File: src/rtl/batch_pkg.sv
// batch_pkg: shared slot-state type and default sizing for the multi-bank
// batch controller (batch_ctrl_pp) and its drain sub-block.
package batch_pkg;

   // Life cycle of one sample slot.
   typedef enum logic [1:0] {
      EMPTY     = 2'd0,
      FILLED    = 2'd1,
      COMPUTING = 2'd2,
      DONE      = 2'd3
   } slot_state_e;

   localparam int DEF_AW    = 12;
   localparam int DEF_NBANK = 2;

endpackage

File: src/rtl/stream_drain.sv
// stream_drain: walks the dst buffer of the slot being drained, issuing one
// read per accepted output beat.  dst_buf has one cycle of read latency and
// holds its output while dst_v is low, so the valid/last registers here line
// up with the buffer data and simply hold under backpressure.
module stream_drain
   import batch_pkg::*;
#(
   parameter int AW = DEF_AW
) (
   input  logic          clk,
   input  logic          reset,
   input  logic          slot_done_i,
   input  logic [AW-1:0] ds_i,
   input  logic          dst_ready_i,
   output logic          dst_v_o,
   output logic [AW-1:0] dst_a_o,
   output logic          dst_valid_o,
   output logic          dst_last_o,
   output logic          drained_o
);

   logic [AW-1:0] cnt_q, cnt_d;
   logic          issued_q, issued_d;   // every word of this slot has been read
   logic          valid_q, valid_d;
   logic          last_q, last_d;
   logic          issue;

   // A new read may only be issued when the output register is free or
   // emptying this cycle; otherwise the buffer output must stay frozen.
   assign issue     = slot_done_i & ~issued_q & (~valid_q | dst_ready_i);
   assign drained_o = valid_q & dst_ready_i & last_q;

   assign dst_v_o     = issue;
   assign dst_a_o     = cnt_q;
   assign dst_valid_o = valid_q;
   assign dst_last_o  = last_q;

   // Next-state for read address, issue-complete flag and output beat flags.
   always_comb begin
      cnt_d    = cnt_q;
      issued_d = issued_q;
      valid_d  = valid_q;
      last_d   = last_q;
      if (drained_o) begin
         issued_d = 1'b0;
      end
      if (issue) begin
         last_d = (cnt_q == ds_i);
         if (cnt_q == ds_i) begin
            cnt_d    = '0;
            issued_d = 1'b1;
         end else begin
            cnt_d = cnt_q + AW'(1);
         end
      end
      if (issue) begin
         valid_d = 1'b1;
      end else if (dst_ready_i) begin
         valid_d = 1'b0;
      end
   end

   // Drain pipeline registers.
   always_ff @(posedge clk) begin
      if (reset) begin
         cnt_q    <= '0;
         issued_q <= 1'b0;
         valid_q  <= 1'b0;
         last_q   <= 1'b0;
      end else begin
         cnt_q    <= cnt_d;
         issued_q <= issued_d;
         valid_q  <= valid_d;
         last_q   <= last_d;
      end
   end

endmodule

File: src/rtl/batch_ctrl_pp.sv
// batch_ctrl_pp: multi-bank sequencer between the input stream, the src/dst
// sample buffers and the sample controller.  Slots move
// EMPTY -> FILLED -> COMPUTING -> DONE -> EMPTY; fill, compute and drain each
// own a pointer that walks the ring in order, so different slots can be in
// different phases at once.
// Optional build macro BATCH_CTRL_PP_CHECK_EN enables the sticky err flags;
// without it err is tied low and src_last is ignored.
module batch_ctrl_pp
   import batch_pkg::*;
#(
   parameter  int AW    = DEF_AW,
   parameter  int NBANK = DEF_NBANK,
   localparam int BW    = (NBANK > 1) ? $clog2(NBANK) : 1
) (
   input  logic          clk,
   input  logic          reset,
   input  logic          run,
   input  logic          src_valid,
   input  logic          src_last,
   output logic          src_ready,
   output logic          src_v,
   output logic [AW-1:0] src_a,
   output logic [BW-1:0] src_b,
   input  logic [AW-1:0] ss,
   input  logic [AW-1:0] ds,
   output logic          s_init,
   output logic [BW-1:0] s_bank,
   input  logic          s_fin,
   output logic          dst_v,
   output logic [AW-1:0] dst_a,
   output logic [BW-1:0] dst_b,
   output logic          dst_valid,
   output logic          dst_last,
   input  logic          dst_ready,
   output logic          busy,
   output logic [1:0]    err
);

   slot_state_e   slot_q [NBANK];
   slot_state_e   slot_d [NBANK];
   logic [BW-1:0] fill_p_q, fill_p_d;
   logic [BW-1:0] comp_p_q, comp_p_d;
   logic [BW-1:0] drain_p_q, drain_p_d;
   logic [AW-1:0] fill_cnt_q, fill_cnt_d;

   slot_state_e   fill_cur, comp_cur, drain_cur;
   logic          fill_end, fin_ok, drained;

   function automatic logic [BW-1:0] ptr_inc(input logic [BW-1:0] p);
      if (int'(p) == NBANK - 1) begin
         return '0;
      end
      return p + BW'(1);
   endfunction

   assign fill_cur  = slot_q[fill_p_q];
   assign comp_cur  = slot_q[comp_p_q];
   assign drain_cur = slot_q[drain_p_q];

   assign src_ready = run & (fill_cur == EMPTY);
   assign src_v     = src_valid & src_ready;
   assign src_a     = fill_cnt_q;
   assign src_b     = fill_p_q;
   assign fill_end  = src_v & (fill_cnt_q == ss);

   // Only one compute runs at a time and comp_p sits on it, so a FILLED slot
   // under comp_p also means the sample controller is idle.
   assign s_init = run & (comp_cur == FILLED);
   assign s_bank = comp_p_q;
   assign fin_ok = s_fin & (comp_cur == COMPUTING);

   assign dst_b = drain_p_q;

   stream_drain #(
      .AW (AW)
   ) u_drain (
      .clk         (clk),
      .reset       (reset),
      .slot_done_i (drain_cur == DONE),
      .ds_i        (ds),
      .dst_ready_i (dst_ready),
      .dst_v_o     (dst_v),
      .dst_a_o     (dst_a),
      .dst_valid_o (dst_valid),
      .dst_last_o  (dst_last),
      .drained_o   (drained)
   );

   // Slot transitions; the three phases act on distinct slots and all apply.
   always_comb begin
      slot_d     = slot_q;
      fill_p_d   = fill_p_q;
      comp_p_d   = comp_p_q;
      drain_p_d  = drain_p_q;
      fill_cnt_d = fill_cnt_q;
      if (src_v) begin
         if (fill_end) begin
            fill_cnt_d       = '0;
            slot_d[fill_p_q] = FILLED;
            fill_p_d         = ptr_inc(fill_p_q);
         end else begin
            fill_cnt_d = fill_cnt_q + AW'(1);
         end
      end
      if (s_init) begin
         slot_d[comp_p_q] = COMPUTING;
      end
      if (fin_ok) begin
         slot_d[comp_p_q] = DONE;
         comp_p_d         = ptr_inc(comp_p_q);
      end
      if (drained) begin
         slot_d[drain_p_q] = EMPTY;
         drain_p_d         = ptr_inc(drain_p_q);
      end
   end

   // Slot ring and pointer registers.
   always_ff @(posedge clk) begin
      if (reset) begin
         for (int i = 0; i < NBANK; i++) begin
            slot_q[i] <= EMPTY;
         end
         fill_p_q   <= '0;
         comp_p_q   <= '0;
         drain_p_q  <= '0;
         fill_cnt_q <= '0;
      end else begin
         for (int i = 0; i < NBANK; i++) begin
            slot_q[i] <= slot_d[i];
         end
         fill_p_q   <= fill_p_d;
         comp_p_q   <= comp_p_d;
         drain_p_q  <= drain_p_d;
         fill_cnt_q <= fill_cnt_d;
      end
   end

   // Busy while any slot holds a sample (a partial fill still counts as EMPTY).
   always_comb begin
      busy = 1'b0;
      for (int i = 0; i < NBANK; i++) begin
         if (slot_q[i] != EMPTY) begin
            busy = 1'b1;
         end
      end
   end

`ifdef BATCH_CTRL_PP_CHECK_EN
   logic [1:0] err_q, err_d;

   // Sticky protocol flags: framing mismatch and orphan s_fin.
   always_comb begin
      err_d = err_q;
      if (src_v && (src_last != (fill_cnt_q == ss))) begin
         err_d[0] = 1'b1;
      end
      if (s_fin && (comp_cur != COMPUTING)) begin
         err_d[1] = 1'b1;
      end
   end

   // Error flag register, cleared only by reset.
   always_ff @(posedge clk) begin
      if (reset) begin
         err_q <= '0;
      end else begin
         err_q <= err_d;
      end
   end

   assign err = err_q;
`else
   logic unused_src_last;
   assign unused_src_last = src_last;
   assign err = 2'b00;
`endif

endmodule

File: config.mk
export PLATFORM = sky130hd
export DESIGN_NAME = batch_ctrl_pp
export DESIGN_NICKNAME = d
export VERILOG_FILES = /design/src/rtl/batch_pkg.sv /design/src/rtl/stream_drain.sv /design/src/rtl/batch_ctrl_pp.sv
export SDC_FILE = /design/constraint.sdc
export NUM_CORES = 1
export LEC_CHECK = 0
export ABC_AREA = 0
export BUFFER_PORTS_ARGS = -buffer_cell sky130_fd_sc_hd__clkbuf_2
export CORE_UTILIZATION = 45
export CTS_BUF_LIST = sky130_fd_sc_hd__clkbuf_8
export DETAILED_ROUTE_END_ITERATION = 10
export GPL_ROUTABILITY_DRIVEN = 1
export PLACE_DENSITY = 0.72
export SETUP_SLACK_MARGIN = 0.2
export SYNTH_ARGS = -nofsm -noshare
export SYNTH_HDL_FRONTEND = slang
export SYNTH_SLANG_ARGS = --single-unit
File: constraint.sdc
create_clock -name clk -period 1.93 [get_ports clk]
set_clock_uncertainty 0.15 [all_clocks]
set_input_delay 0.193 -clock clk [delete_from_list [all_inputs] [get_ports clk]]
set_output_delay 0.193 -clock clk [all_outputs]
set_load 0.1 [all_outputs]
; ---- Yosys cells after proc, flatten, opt, wreduce, memory -nomap -nowiden
; Index checks and enable logic that the tools add are counted.
[op_classes]
add_sub_neg = 5
magnitude_cmp = 6
eq_ne = 5
mux = 42
n_bitwise = 24
reduce_logical = 8
[ops]
columns = operator, count
row1 = $add A12 B1 Y12 const B, 2
row2 = $eq A12 B12 Y1, 2
row3 = $mux W12, 2
row4 = $mux W2, 12
row5 = $mux W1, 20
row6 = $mux W4, 5
row7 = $and A1 B1 Y1, 9
row8 = $demux W2 S1, 3
row9 = $ge A2 B2 Y1 const B, 3
row10 = $lt A2 B1 Y1 const B, 3
row11 = $not A1 Y2, 3
row12 = $reduce_bool A2 Y1, 3
row13 = $and A2 B2 Y2, 2
row14 = $and A4 B4 Y4, 1
row15 = $eq A2 B2 Y1 const B, 2
row16 = $not A2 Y2, 2
row17 = $not A4 Y4, 1
row18 = $or A2 B2 Y2, 2
row19 = $or A4 B4 Y4, 1
row20 = $add A1 B1 Y1 const B, 3
row21 = $logic_and A1 B1 Y1, 3
row22 = $eq A2 B1 Y1 const B, 1
row23 = $logic_not A2 Y1, 1
row24 = $not A1 Y1, 2
row25 = 2 further kinds, 2
[totals]
reg_bits = 34
in_bits = 31
output_inout_bits = 36
wordCells = 100

; ---- Depth between registers and ports, before layout
; Gate-level depths: netlist (run 1).
[depth]
depth_word = 16
mapped_depth = 8
mapped_depth_nobuf = 5

; ---- Hierarchy
; Synthesis (run 1) repeated with hierarchy kept, for this count alone.
[unflattened]
hier_cells = 249
area_unflattened_um2 = 1983.2
[by_module_without_submodules]
columns = module, instances, cells_each, area_per_inst_um2, seq_area_each_um2
row1 = batch_ctrl_pp, 1, 155, 1172.4, 380.4
row2 = stream_drain, 1, 94, 810.8, 300.3

; ---- Least setup slack after synthesis (run 1)
; OpenSTA, ideal clock, no wires.
[synth_timing]
path_kind = flip-flop to output port
from = register fill_p_q, in the netlist src_b
to = output port src_ready
arrival_ps = 2616
t_required_ps = 1587
path_slack_ps = -1029
path_stages_with_launch = 4
path_buffers = 0
path_cell_list = dfxtp_1 -> nor3b_1 -> nor2_1 -> nor2_1
[synth_via]
elab_chain_len = 6
[synth_rtl]
columns = item, line
row1 = start: declaration, batch_ctrl_pp.sv:41  ; logic [BW-1:0] fill_p_q, fill_p_d;
row2 = start signal: assignment, batch_ctrl_pp.sv:132  ; fill_p_q <= fill_p_d;
row3 = $not A1 Y2 (not written as such), batch_ctrl_pp.sv:56  ; assign fill_cur = slot_q[fill_p_q];
row4 = $mux W2 (not written as such) (3 in series), batch_ctrl_pp.sv:56
row5 = $logic_not A2 Y1, batch_ctrl_pp.sv:60  ; assign src_ready = run & (fill_cur == EMPTY);
row6 = $and A1 B1 Y1, batch_ctrl_pp.sv:60
row7 = end: declaration, batch_ctrl_pp.sv:20  ; output logic src_ready,
; Every way passes these cells. The select of a mux whose other input is x is not followed.

; ---- Final worst setup path (run 1)
[layout_timing]
from = register u_drain.cnt_q[7], in the netlist u_drain.dst_a_o[7]
to = register u_drain.cnt_q[7], in the netlist u_drain.dst_a_o[7]
[layout_via]
elab_chain_len = 2
elab_cells_between_ends = 3
classes_between = add/sub (1) / eq/ne (1) / mux (1)
[layout_rtl]
columns = item, line
row1 = start: declaration, stream_drain.sv:22  ; logic [AW-1:0] cnt_q, cnt_d;
row2 = start signal: assignment, stream_drain.sv:71  ; cnt_q <= cnt_d;
row3 = $add A12 B1 Y12 / $eq A12 B12 Y1 (equally long branches), "stream_drain.sv:53, stream_drain.sv:49"
row4 = $mux W12 (*), stream_drain.sv:49  ; if (cnt_q == ds_i) begin
; Mark *: on every way between the ends. The rest lies on a longest branch, timed or not.
; A chain may end at the register's enable or synchronous reset.

==> reports/results.md, run 1 <==
| Quantity | Reported |
|---|---|
| P_int | 1.287 mW |
| Vias in the first global route | 2085 |
| Netlist cell types | 42 |
| Placeable core area | 0.004354 mm2 |
| RSZ-0062 raised after global routing | yes |
| Clock root buffer | clkbuf_8 |
| Syn avg cell area | 7.620 um2 |
| CP Data Required Time | 2.00 ns |
| Power share of the sequential group | 39.2% |
| Share of final-layout standard cells stronger than drive strength 1 | 55.49% |
| Count of pins over their slew limit | 0 |
| Maximum buffer depth of the clock tree | 2 |
| Fillers | 293 |
| Clock insertion delay at the later pin of the skew report | 0.30 ns |
| Area of all placed cells without fillers | 0.003390 mm2 |
| Cells after Synth | 267 |
| Final GP Congestion | 0.8483 |
| Violation count after the first detailed-routing iteration | 174 |
| FFs w/ async S/R, synth | 0% |
| Combinational power share | 11.9% |
| MaxCap Viol Count | 0 |
| Critical path start-end classification | reg -> reg |
| Largest delay share family, worst path | simple AND/OR/NAND/NOR gates |
| Effective utilization at floorplan | 46.72% |
| Slew at the pin closest to its max-slew limit | 0.5659 ns |
| Area of the mapped netlist | 0.002034 mm2 |
| Setup TNS | 0 ns |
| Min Tclk post-route | 1.873 ns |
| Pin count of the biggest net entering global routing | 32 |
| CP Max Fanout | 7 |
| Layout Cells excl Fill | 416 |
| Average routed wire per standard cell | 16.98 um |
| Final core utilization | 77.84% |
| Switching part of the total power | 24.32% |
| Ranking of synthesized cells by area | dfxtp_1 33%, xor2_1 11%, nand2_1 7.6%, nand3_1 6.4%, a31oi_1 4.9% |
| Count of H-tree levels built during CTS | 2 |
| Number of antenna violations at the first check in global routing | 0 |
| Wire length after detailed routing | 7064 um |
| CP arrival | 1.94 ns |
| Sequential cell area | 795.8 um2 |
| Cell Area, Placed | 0.002628 mm2 |
| Normalized max-slew margin | 62.43% |
| I/O pin count | 67 |
| Height of the die | 69.24 um |
| Sequential area share after synthesis | 33.46% |
| Final Hold Violating Endpoints | 0 |
| Number of remaining DRC errors | 0 |
| Final period util | 97.07% |
| Global route total overflow | 0 |
| Overall power consumption | 1.701 mW |
| CTS clock-pin slew for the worst setup and hold paths | 0.07 ns |
| Synth-to-layout area growth | 66.61% |
| Highest routed metal layer | met4 |
| Maximum frequency from static timing analysis | 533.8 MHz |
| Cell with the largest stage delay on the worst path | or4b_4 |
| Synthesis warning total | 0 |
| Highest ir drop seen on vdd | 0.0004416 V |
| Die width | 69.24 um |
| Ranking of synthesized cells by instance count | 41 x nand2_1, 34 x dfxtp_1, 26 x nand3_1 |
| Share of the synthesized area in the top cell type | 33.46% |
| Via Count | 2452 |
| Via/cell ratio | 5.894 |
| Antenna-violating nets left | 0 |
| Endpoint class of the critical path | flip-flop |
| Most numerous cell in the Yosys netlist | nand2_1 |
| Worst hold slack | 0.09095 ns |
| Worst slack, placed | 0.07086 ns |
| Part of the total power dissipated in the clock network | 48.9% |
| Result of the run | complete, no violations |
| Class of the worst hold path | in -> reg |
| Cell chain of the critical path | xor2_1, nor4_2, nand3_2, buf_6, or4b_4, a31oi_4 |
| Worst path setup slack after routing | 0.05661 ns |
| Number of inserted diodes | 0 |
| Cell area power density | 501.8 mW/mm2 |
| Cell type with the highest aggregate area in the netlist | dfxtp_1 |
| Number of placed cells counting well taps | 377 |
| NumNets Final | 396 |
| P_sw | 0.4136 mW |
| Number of CTS-inserted buffers | 5 |
| Largest stage delay on the critical path | 0.48 ns |
| All-Layer GR Usage | 25.05% |
| Crit path launch type | flip-flop |
| Number of search-and-repair iterations in the first detailed-routing pass | 4 |
| DPL Wire Length | 3706 um |
| Met1 layer wirelength in the final routing | 2836 um |
| Area occupied by multi-input gates | 0.001613 mm2 |
| Metal3 WL | 514 um |
| Number of cell rows | 24 |
| CTS tree | done |
| IO Port Bufs | 63 |
| Final count of negative-setup-slack endpoints | 0 |
| First-pass GRT wire length | 9832 um |
| Clock sink count | 34 |
| Top flip-flop cell by instance count after synthesis | dfxtp_1 |
| Sum of met2 wire segment lengths after detailed routing | 3566 um |
| EDFF count, synth | 0 |
| DIE AREA | 0.004794 mm2 |
| Standby leakage power | 1.360 nW |
| Buffers and inverters on the worst path | 1 |
| Register bit total from synthesis | 34 |
## placed cells by master (no fill, tap or decap), types with 14 or more instances in the layout
master / instances
a31oi_1: 15
nand2_1: 39
dfxtp_4: 29
xor2_1: 17
clkbuf_2: 58
nand3_1: 14
buf_4: 30
a21oi_1: 16
## state kept, by name, indices dropped and copies added (netlist names)
signal / cells
dst_b: 1
s_bank: 1
slot_q: 4
src_a: 12
src_b: 1
u_drain.dst_a_o: 12
u_drain.dst_last_o: 1
u_drain.dst_valid_o: 1
u_drain.issued_q: 1
## repair_timing
| item | in CTS | in global routing |
|---|---|---|
| gates resized for setup | 28 | 49 |
| hold buffers | 0 | 0 |
| cloned | 2 | 0 |
| setup buffers | 15 | 14 |
| pin swaps | 9 | 20 |
| endpoints found under the setup margin | 20 | 34 |
## power groups by stage
stage / Combinational (mW) / Sequential, mW / Clock (mW)
final: 0.202 / 0.667 / 0.832
after global routing: 0.213 / 0.667 / 0.866
after CTS: 0.170 / 0.671 / 0.827
after detailed placement: 0.158 / 0.689 / 0
after global placement: 0.156 / 0.689 / 0
after floorplan: 0.0885 / 0.705 / 0
## worst min-delay path, stage by stage
cell      delay [ns]
clkbuf_2        0.11
nand2_1         0.06
or3_1           0.09
a21oi_1         0.05
## final timing paths
path / from / end / slack [ns] / depth (start not counted)
setup / recovery: u_drain.dst_a_o[7] / u_drain.dst_a_o[7] / 0.06 / 6
hold / removal: s_fin / s_bank / 0.09 / 4
setup reg to reg: u_drain.dst_a_o[7] / u_drain.dst_a_o[7] / 0.06 / 6
hold reg to reg: u_drain.issued_q / u_drain.issued_q / 0.32 / 2
## final cells by class
class	count	share of cell area, %
sequential	34	23.48
clock buffer	6	2.436
clock inverter	2	1.772
tap	52	1.920
timing repair buffer	105	22.15
multi-input combinational	213	47.58
inverter	4	0.6645
## cells by family (layout without fill, tap and decap cells)
family / after synthesis / in the layout / synth area share (%)
flip-flops: 34 / 34 / 33.46
adder cells (fa/ha/maj): 2 / 2 / 1.230
AO/OA/AOI/OAI: 50 / 50 / 14.58
buffers and inverters: 21 / 117 / 5.227
AND/OR/NAND/NOR: 131 / 131 / 33.27
other: 1 / 2 / 0.1843
XOR/XNOR: 28 / 28 / 12.05
## metal layers
layer | up-vias | GRT usage [%]
li1 | 1151 | -
met4 | 0 | 6.122
met3 | 17 | 6.250
met2 | 112 | 40.02
met5 | - | 0
met1 | 1172 | 33.88
(Power assumes the default switching activity.)
==> run 2, diff against run 1 <==
- ABC_AREA: 0 -> 1
- SKIP_LAST_GASP: default -> 1
- SLEW_MARGIN: default -> 30
==> run 2 against run 1 <==
Against the previous run:
- combinational power grew to 4.7 times the previous value
- largest cell class unchanged
- critical endpoint is now src_v
- cell count grew 4.6%
- critical path type is now reg -> out
- sequential share of layout area grew 4.2 points
- core utilization shrank 14 points
- maximum frequency grew 12%
- highest routed layer unchanged
- synthesized cell count grew 14%
==> reports/results.md, run 2 <==
| Quantity | Reported | Delta |
|---|---|---|
| CP arrival | 1.33 ns | was 1.94 ns |
| Netlist cell types | 33 | was 42 |
| Area of the mapped netlist | 0.002069 mm2 | was 0.002034 mm2 |
| Worst path setup slack after routing | 0.2600 ns | was 0.05661 ns |
| Maximum frequency from static timing analysis | 598.8 MHz | was 533.8 MHz |
| Clock insertion delay at the later pin of the skew report | 0.29 ns | was 0.30 ns |
| Average routed wire per standard cell | 11.36 um | was 16.98 um |
| DIE AREA | 0.004874 mm2 | was 0.004794 mm2 |
| Die width | 69.82 um | was 69.24 um |
| Endpoint class of the critical path | primary output | was flip-flop |
| Height of the die | 69.82 um | was 69.24 um |
| First-pass GRT wire length | 8293 um | was 9832 um |
| Number of CTS-inserted buffers | 5 | unchanged |
| Area of all placed cells without fillers | 0.002783 mm2 | was 0.003390 mm2 |
| Cell with the largest stage delay on the worst path | dfxtp_2 | was or4b_4 |
| FF-to-FF setup slack | 0.29 ns | was 0.06 ns |
| Most common library cell in the layout ignoring fill and taps | nand2_1 | was clkbuf_2 |
| CTS clock-pin slew for the worst setup and hold paths | 0.07 ns | about the same |
| Sequential cell area | 769.5 um2 | was 795.8 um2 |
| CP Data Required Time | 1.59 ns | was 2.00 ns |
| Final Hold Violating Endpoints | 0 | unchanged |
| Wire length after detailed routing | 4943 um | was 7064 um |
| Most numerous cell in the Yosys netlist | nand2_1 | unchanged |
| Violation count after the first detailed-routing iteration | 130 | was 174 |
| Global routing met1 resource utilization | 26.00% | was 33.88% |
| Number of cell rows | 24 | unchanged |
| Fillers | 401 | was 293 |
| Cells after Synth | 305 | was 267 |
| Synthesis warning total | 0 | unchanged |
| Number of antenna violations at the first check in global routing | 0 | unchanged |
| NumNets Final | 415 | was 396 |
| Ranking of synthesized cells by area | dfxtp_1 33%, nand2_1 14%, inv_1 8.5%, xnor2_1 6.3%, nor2_1 6.0% | was dfxtp_1 33%, xor2_1 11%, nand2_1 7.6%, nand3_1 6.4%, a31oi_1 4.9% |
| Power share of the sequential group | 34.8% | was 39.2% |
| Crit path launch type | flip-flop | unchanged |
| Number of remaining DRC errors | 0 | unchanged |
| MaxCap Viol Count | 0 | unchanged |
| Cell Area, Placed | 0.002577 mm2 | was 0.002628 mm2 |
| Reg2Reg Launch Point | slot_q[3] | was u_drain.dst_a_o[7] |
| Cell chain of the critical path | o21ai_2, nand3_2, nor2_4, buf_6, buf_12 | was xor2_1, nor4_2, nand3_2, buf_6, or4b_4, a31oi_4 |
| All-Layer GR Usage | 21.11% | was 25.05% |
| Final period util | 86.53% | was 97.07% |
| Cell area power density | 793.2 mW/mm2 | was 501.8 mW/mm2 |
| Clock root buffer | clkbuf_8 | unchanged |
| RSZ-0062 raised after global routing | yes | unchanged |
| P_int | 1.246 mW | was 1.287 mW |
| Startpoint of the most critical hold path | reset | was s_fin |
| Cell type with the highest aggregate area in the netlist | dfxtp_1 | unchanged |
| DPL Wire Length | 3797 um | was 3706 um |
| Syn avg cell area | 6.785 um2 | was 7.620 um2 |
| Via/cell ratio | 4.913 | was 5.894 |
| Count of cells along the worst hold path | 2 | was 4 |
| P_sw | 0.9609 mW | was 0.4136 mW |
| Most frequent cells in the layout | 74 x nand2_1, 59 x clkbuf_2, 46 x inv_1 | was 58 x clkbuf_2, 39 x nand2_1, 30 x buf_4 |
| Switching part of the total power | 43.53% | was 24.32% |
| Overall power consumption | 2.207 mW | was 1.701 mW |
| Final count of negative-setup-slack endpoints | 0 | unchanged |
| Sequential area share after synthesis | 32.89% | was 33.46% |
| Endpoint, Worst Hold | u_drain.dst_last_o | was s_bank |
| Endpoint of the worst-slack reg-to-reg timing path | src_a[11] | was u_drain.dst_a_o[7] |
| Hold buffer count at cts | 0 | unchanged |
| Final core utilization | 63.47% | was 77.84% |
| Setup TNS | 0 ns | unchanged |
| Register bit total from synthesis | 34 | unchanged |
| EDFF count, synth | 0 | unchanged |
| CTS tree | done | unchanged |
| Final GP Congestion | 0.8088 | was 0.8483 |
| Effective utilization at floorplan | 47.20% | was 46.72% |
| Pin count of the biggest net entering global routing | 12 | was 32 |
| Slew at the pin closest to its max-slew limit | 0.5511 ns | was 0.5659 ns |
| Clock sink count | 34 | unchanged |
| Worst-case reg-to-reg path depth | 8 | was 6 |
| Maximum buffer depth of the clock tree | 2 | unchanged |
| Share of the synthesized area in the top cell type | 32.89% | was 33.46% |
| Number of search-and-repair iterations in the first detailed-routing pass | 4 | unchanged |
| Worst slack, placed | 0.2096 ns | was 0.07086 ns |
| IO Port Bufs | 63 | unchanged |
| Global route total overflow | 0 | unchanged |
| Peak-usage layer in the global routing report | met2 | unchanged |
| Ranking of synthesized cells by instance count | 76 x nand2_1, 47 x inv_1, 34 x dfxtp_1 | was 41 x nand2_1, 34 x dfxtp_1, 26 x nand3_1 |
| Normalized max-slew margin | 63.42% | was 62.43% |
| Met3 capacity usage during global routing | 3.779% | was 6.250% |
| Combinational power share | 42.8% | was 11.9% |
| Largest stage delay on the critical path | 0.33 ns | was 0.48 ns |
| Synth-to-layout area growth | 34.46% | was 66.61% |
| Highest ir drop seen on vdd | 0.0006973 V | was 0.0004416 V |
| Via Count | 2137 | was 2452 |
| Part of the total power dissipated in the clock network | 22.5% | was 48.9% |
| Class of the worst hold path | in -> reg | unchanged |
| Area occupied by multi-input gates | 0.001195 mm2 | was 0.001613 mm2 |
| Result of the run | complete, no violations | unchanged |
| Number of inserted diodes | 0 | unchanged |
| Top flip-flop cell by instance count after synthesis | dfxtp_1 | unchanged |
| Vias in the first global route | 1931 | was 2085 |
| FFs w/ async S/R, synth | 0% | unchanged |
| Placeable core area | 0.004384 mm2 | was 0.004354 mm2 |
| CP Max Fanout | 3 | was 7 |
| Count of H-tree levels built during CTS | 2 | unchanged |
| Share of final-layout standard cells stronger than drive strength 1 | 39.16% | was 55.49% |
| Standby leakage power | 1.234 nW | was 1.360 nW |
| Min Tclk post-route | 1.670 ns | was 1.873 ns |
| I/O pin count | 67 | unchanged |
| Met2 Track Usage GR | 36.75% | was 40.02% |
| Antenna-violating nets left | 0 | unchanged |
| Critical path start-end classification | reg -> out | was reg -> reg |
| Count of pins over their slew limit | 0 | unchanged |
run 2: changes by cell type in the layout (fill, tap and decap cells not counted), sizes merged, moves of 9 or more:
cell / previous run / this run
xor2: 25 / 9
buf: 46 / 14
a31oi: 16 / 1
nand2: 41 / 78
inv: 2 / 53
nor4: 9 / 0
xnor2: 3 / 15
nor2: 14 / 38
run 2: final cells by class:
type                       instances  area share, %
sequential                        34          27.65
multi-input combinational        214          42.94
timing repair buffer              74          16.28
tap                               52          2.338
clock inverter                     3         0.4946
inverter                          53          7.824
clock buffer                       5          2.473
run 2: per-stage QoR:
stage / instances / hold slack (ns)
finish: 435 / 0.03360
CTS: 430 / 0.03283
detailed placement: 417 / 0.3075
floorplan: 306 / 0.2552
global route: 435 / 0.04659
global placement: 417 / 0.3037
run 2: cells by family after synthesis:
kind of cell               after synthesis  synth area share, %
buffers and inverters                   58                11.43
adders and majority gates                2                1.209
DFF                                     34                32.89
other                                    1               0.1812
AOI/OAI and AO/OA                       28                7.739
xor gates and xnor gates                24                10.16
and+or+nand+nor                        158                36.40
run 2: power by group through the flow:
stage / logic [mW] / registers, mW / clock network [mW]
floorplan: 0.590 / 0.875 / 0
global placement: 0.845 / 0.773 / 0
detailed placement: 0.854 / 0.774 / 0
CTS: 0.882 / 0.759 / 0.510
global route: 1.00 / 0.773 / 0.543
finish: 0.944 / 0.768 / 0.496
run 2: what timing repair did:
item | in CTS | in global routing
endpoints found under the hold margin | 0 | 0
setup endpoints to repair | 7 | 27
gates cloned | 0 | 0
buffers inserted | 5 | 5
pin swaps | 2 | 6
resized for setup | 3 | 14
run 2: routing by layer:
metal	vias up	share of wire, %
li1	1107	-
met1	956	45
met2	68	49
met3	6	5.0
met4	0	1.1
met5	-	0
run 2: worst max-delay path: cells and delay by family, from the launching register on:
family | cells | cell delay (ns)
flops | 1 | 0.33
buf+inv | 2 | 0.28
simple gates | 2 | 0.27
compound gates | 1 | 0.15
run 2: worst max-delay path by stage:
stage | startpoint | to | slack, ns | cells after the start
detailed placement | dst_b | u_drain.dst_a_o[5] | 0.21 | 8
floorplan | dst_b | u_drain.dst_a_o[8] | 0.19 | 8
CTS | slot_q[0] | s_init | 0.20 | 7
global placement | dst_b | u_drain.dst_a_o[11] | 0.23 | 8
finish | slot_q[3] | src_v | 0.26 | 5
global route | src_a[5] | src_a[1] | 0.16 | 9
==> run 3, diff against run 2 <==
- clock period: 1.93 -> 1.8 ns (I/O delays scaled with it)
==> run 3 against run 2 <==
Against the previous run:
- global-route usage up 0.40 points
- wire length up 10%
- sequential power is 8.6% higher
- first-iteration DRC count fell by 36%
- critical path depth rose by 2
- critical path type unchanged
- critical endpoint is now dst_v
==> reports/results.md, run 3 (synthesis gave the netlist of run 2 again) <==
| Quantity | Reported | Delta |
|---|---|---|
| Worst path setup slack after routing | 0.1466 ns | was 0.2600 ns |
| Most frequent cells in the layout | 65 x nand2_1, 58 x clkbuf_2, 35 x inv_1 | was 74 x nand2_1, 59 x clkbuf_2, 46 x inv_1 |
| Maximum buffer depth of the clock tree | 2 | unchanged |
| Share of final-layout standard cells stronger than drive strength 1 | 50.12% | was 39.16% |
| Crit path launch type | flip-flop | unchanged |
| Number of cell rows | 24 | unchanged |
| Global route total overflow | 0 | unchanged |
| IO Port Bufs | 63 | unchanged |
| Part of the total power dissipated in the clock network | 21.0% | was 22.5% |
| I/O pin count | 67 | unchanged |
| Critical path start-end classification | reg -> out | unchanged |
| CTS tree | done | unchanged |
| Cell chain of the critical path | inv_2, nand3_2, nand2_2, nand3_4, buf_12, inv_12, buf_12 | was o21ai_2, nand3_2, nor2_4, buf_6, buf_12 |
| Final Hold Violating Endpoints | 0 | unchanged |
| Worst-case reg-to-reg path depth | 10 | was 8 |
| Antenna-violating nets left | 0 | unchanged |
| Height of the die | 69.82 um | unchanged |
| Placeable core area | 0.004384 mm2 | unchanged |
| Endpoint class of the critical path | primary output | unchanged |
| Via/cell ratio | 4.978 | was 4.913 |
| Number of search-and-repair iterations in the first detailed-routing pass | 4 | unchanged |
| Cell area power density | 819.7 mW/mm2 | was 793.2 mW/mm2 |
| Count of H-tree levels built during CTS | 2 | unchanged |
| Final period util | 91.86% |  |
| Final GP Congestion | 0.8077 | was 0.8088 |
| Worst setup endpoint | dst_v | was src_v |
| Number of inserted diodes | 0 | unchanged |
| Normalized max-slew margin | 63.06% | was 63.42% |
| Endpoint of the worst-slack reg-to-reg timing path | u_drain.dst_a_o[10] | was src_a[11] |
| Most common library cell in the layout ignoring fill and taps | nand2_1 | unchanged |
| Switching part of the total power | 43.23% | was 43.53% |
| Buffers and inverters on the worst path | 4 | was 2 |
| Largest delay share family, worst path | buffers and inverters | was flip-flops |
| Via Count | 2285 | was 2137 |
| Clock insertion delay at the later pin of the skew report | 0.29 ns | about the same |
| Worst slack, placed | 0.1231 ns | was 0.2096 ns |
| Reg2Reg Launch Point | dst_b | was slot_q[3] |
| Number of antenna violations at the first check in global routing | 0 | unchanged |
| All-Layer GR Usage | 21.51% | was 21.11% |
| Min Tclk post-route | 1.653 ns |  |
| Standby leakage power | 1.376 nW | was 1.234 nW |
| Clock root buffer | clkbuf_8 | unchanged |
| Critical path origin | dst_b | was slot_q[3] |
| Synth-to-layout area growth | 52.36% | was 34.46% |
| CP Max Fanout | 4 | was 3 |
| MaxCap Viol Count | 0 | unchanged |
| Number of CTS-inserted buffers | 5 | unchanged |
| Sequential cell area | 784.5 um2 | was 769.5 um2 |
| CP Data Required Time | 1.47 ns | was 1.59 ns |
| FF-to-FF setup slack | 0.21 ns | was 0.29 ns |
| Cell repeated most along the worst path | buf_12 |  |
| Slew at the pin closest to its max-slew limit | 0.5564 ns | was 0.5511 ns |
| DIE AREA | 0.004874 mm2 | unchanged |
| Final count of negative-setup-slack endpoints | 0 | unchanged |
| Clock sink count | 34 | unchanged |
| RSZ-0062 raised after global routing | yes | unchanged |
| P_int | 1.467 mW | was 1.246 mW |
| Number of remaining DRC errors | 0 | unchanged |
| Overall power consumption | 2.585 mW | was 2.207 mW |
| Largest stage delay on the critical path | 0.36 ns | was 0.33 ns |
| CTS clock-pin slew for the worst setup and hold paths | 0.07 ns | about the same |
| Cell with the largest stage delay on the worst path | dfxtp_4 | was dfxtp_2 |
| Vias in the first global route | 2003 | was 1931 |
| Count of pins over their slew limit | 0 | unchanged |
| NumNets Final | 439 | was 415 |
| First-pass GRT wire length | 8487 um | was 8293 um |
| DPL Wire Length | 3690 um | was 3797 um |
| Wire length after detailed routing | 5435 um | was 4943 um |
| Maximum frequency from static timing analysis | 604.8 MHz |  |
| Hold buffer count at cts | 0 | unchanged |
| Final core utilization | 71.92% | was 63.47% |
| Highest ir drop seen on vdd | 0.0009536 V | was 0.0006973 V |
| CP arrival | 1.32 ns | was 1.33 ns |
| Die width | 69.82 um | unchanged |
| Power share of the sequential group | 32.2% | was 34.8% |
| Result of the run | complete, no violations | unchanged |
| Violation count after the first detailed-routing iteration | 83 | was 130 |
| Combinational power share | 46.7% | was 42.8% |
| Class of the worst hold path | in -> reg | unchanged |
| Fillers | 336 | was 401 |
| P_sw | 1.117 mW | was 0.9609 mW |
| Setup TNS | 0 ns | unchanged |
| Pin count of the biggest net entering global routing | 12 | unchanged |
| Depth of the critical timing path with buffers and inverters included | 7 | was 5 |
| Effective utilization at floorplan | 47.20% | unchanged |
| Average routed wire per standard cell | 11.84 um | was 11.36 um |
| Area occupied by multi-input gates | 0.001303 mm2 | was 0.001195 mm2 |
==> run 3: worst register-to-register path: cells and delay by family (launching register included) <==
family	cells	cell delay, ns
simple gates	7	0.62
flops	1	0.36
buf+inv	2	0.23
xor+xnor	1	0.14
==> run 3: worst min-delay path by stage <==
stage / cells after the start / end / startpoint / slack [ns]
after floorplan: 2 / dst_b / dst_ready / 0.24
after global placement: 2 / u_drain.issued_q / u_drain.issued_q / 0.30
after detailed placement: 2 / u_drain.issued_q / u_drain.issued_q / 0.31
after CTS: 2 / u_drain.dst_a_o[9] / reset / 0.02
after global routing: 2 / u_drain.dst_a_o[9] / reset / 0.03
final: 2 / u_drain.dst_a_o[9] / reset / 0.02
==> run 3: final cells by class <==
class	count	area share [%]
well taps	52	2.063
clock buffers	5	2.183
multi-input cells	214	41.31
clock inverters	3	0.3968
flip-flops and latches	34	24.88
repair buffers	98	21.87
inverters	53	7.302
==> run 3: what timing repair did <==
action                     CTS  global route
resized for setup           15            37
gates cloned                 0             0
setup buffers               15            15
pin swaps                    8            30
setup endpoints to repair   26            30
==> run 3: power by group through the flow <==
stage	clock, mW	combinational [mW]	sequential, mW
after global routing	0.590	1.28	0.839
after detailed placement	0	0.982	0.842
after CTS	0.556	1.12	0.827
final	0.543	1.21	0.834
after floorplan	0	0.651	0.948
after global placement	0	0.969	0.841
==> run 3: per-layer routing <==
layer / up-vias / wire [um] / track usage [%]
met5: - / 0 / 0
met1: 1051 / 2313 / 27.15
met4: 0 / 86 / 6.444
met2: 55 / 2801 / 37.29
li1: 1170 / - / -
met3: 9 / 234 / 3.634
==> run 3: through the flow <==
step	cell area [um2]	instances	hold slack (ns)
after CTS	2924	444	0.01741
after detailed placement	2683	421	0.3090
after global placement	2683	421	0.3034
final	3153	459	0.01845
after floorplan	2242	306	0.2422
after global routing	3153	459	0.03058
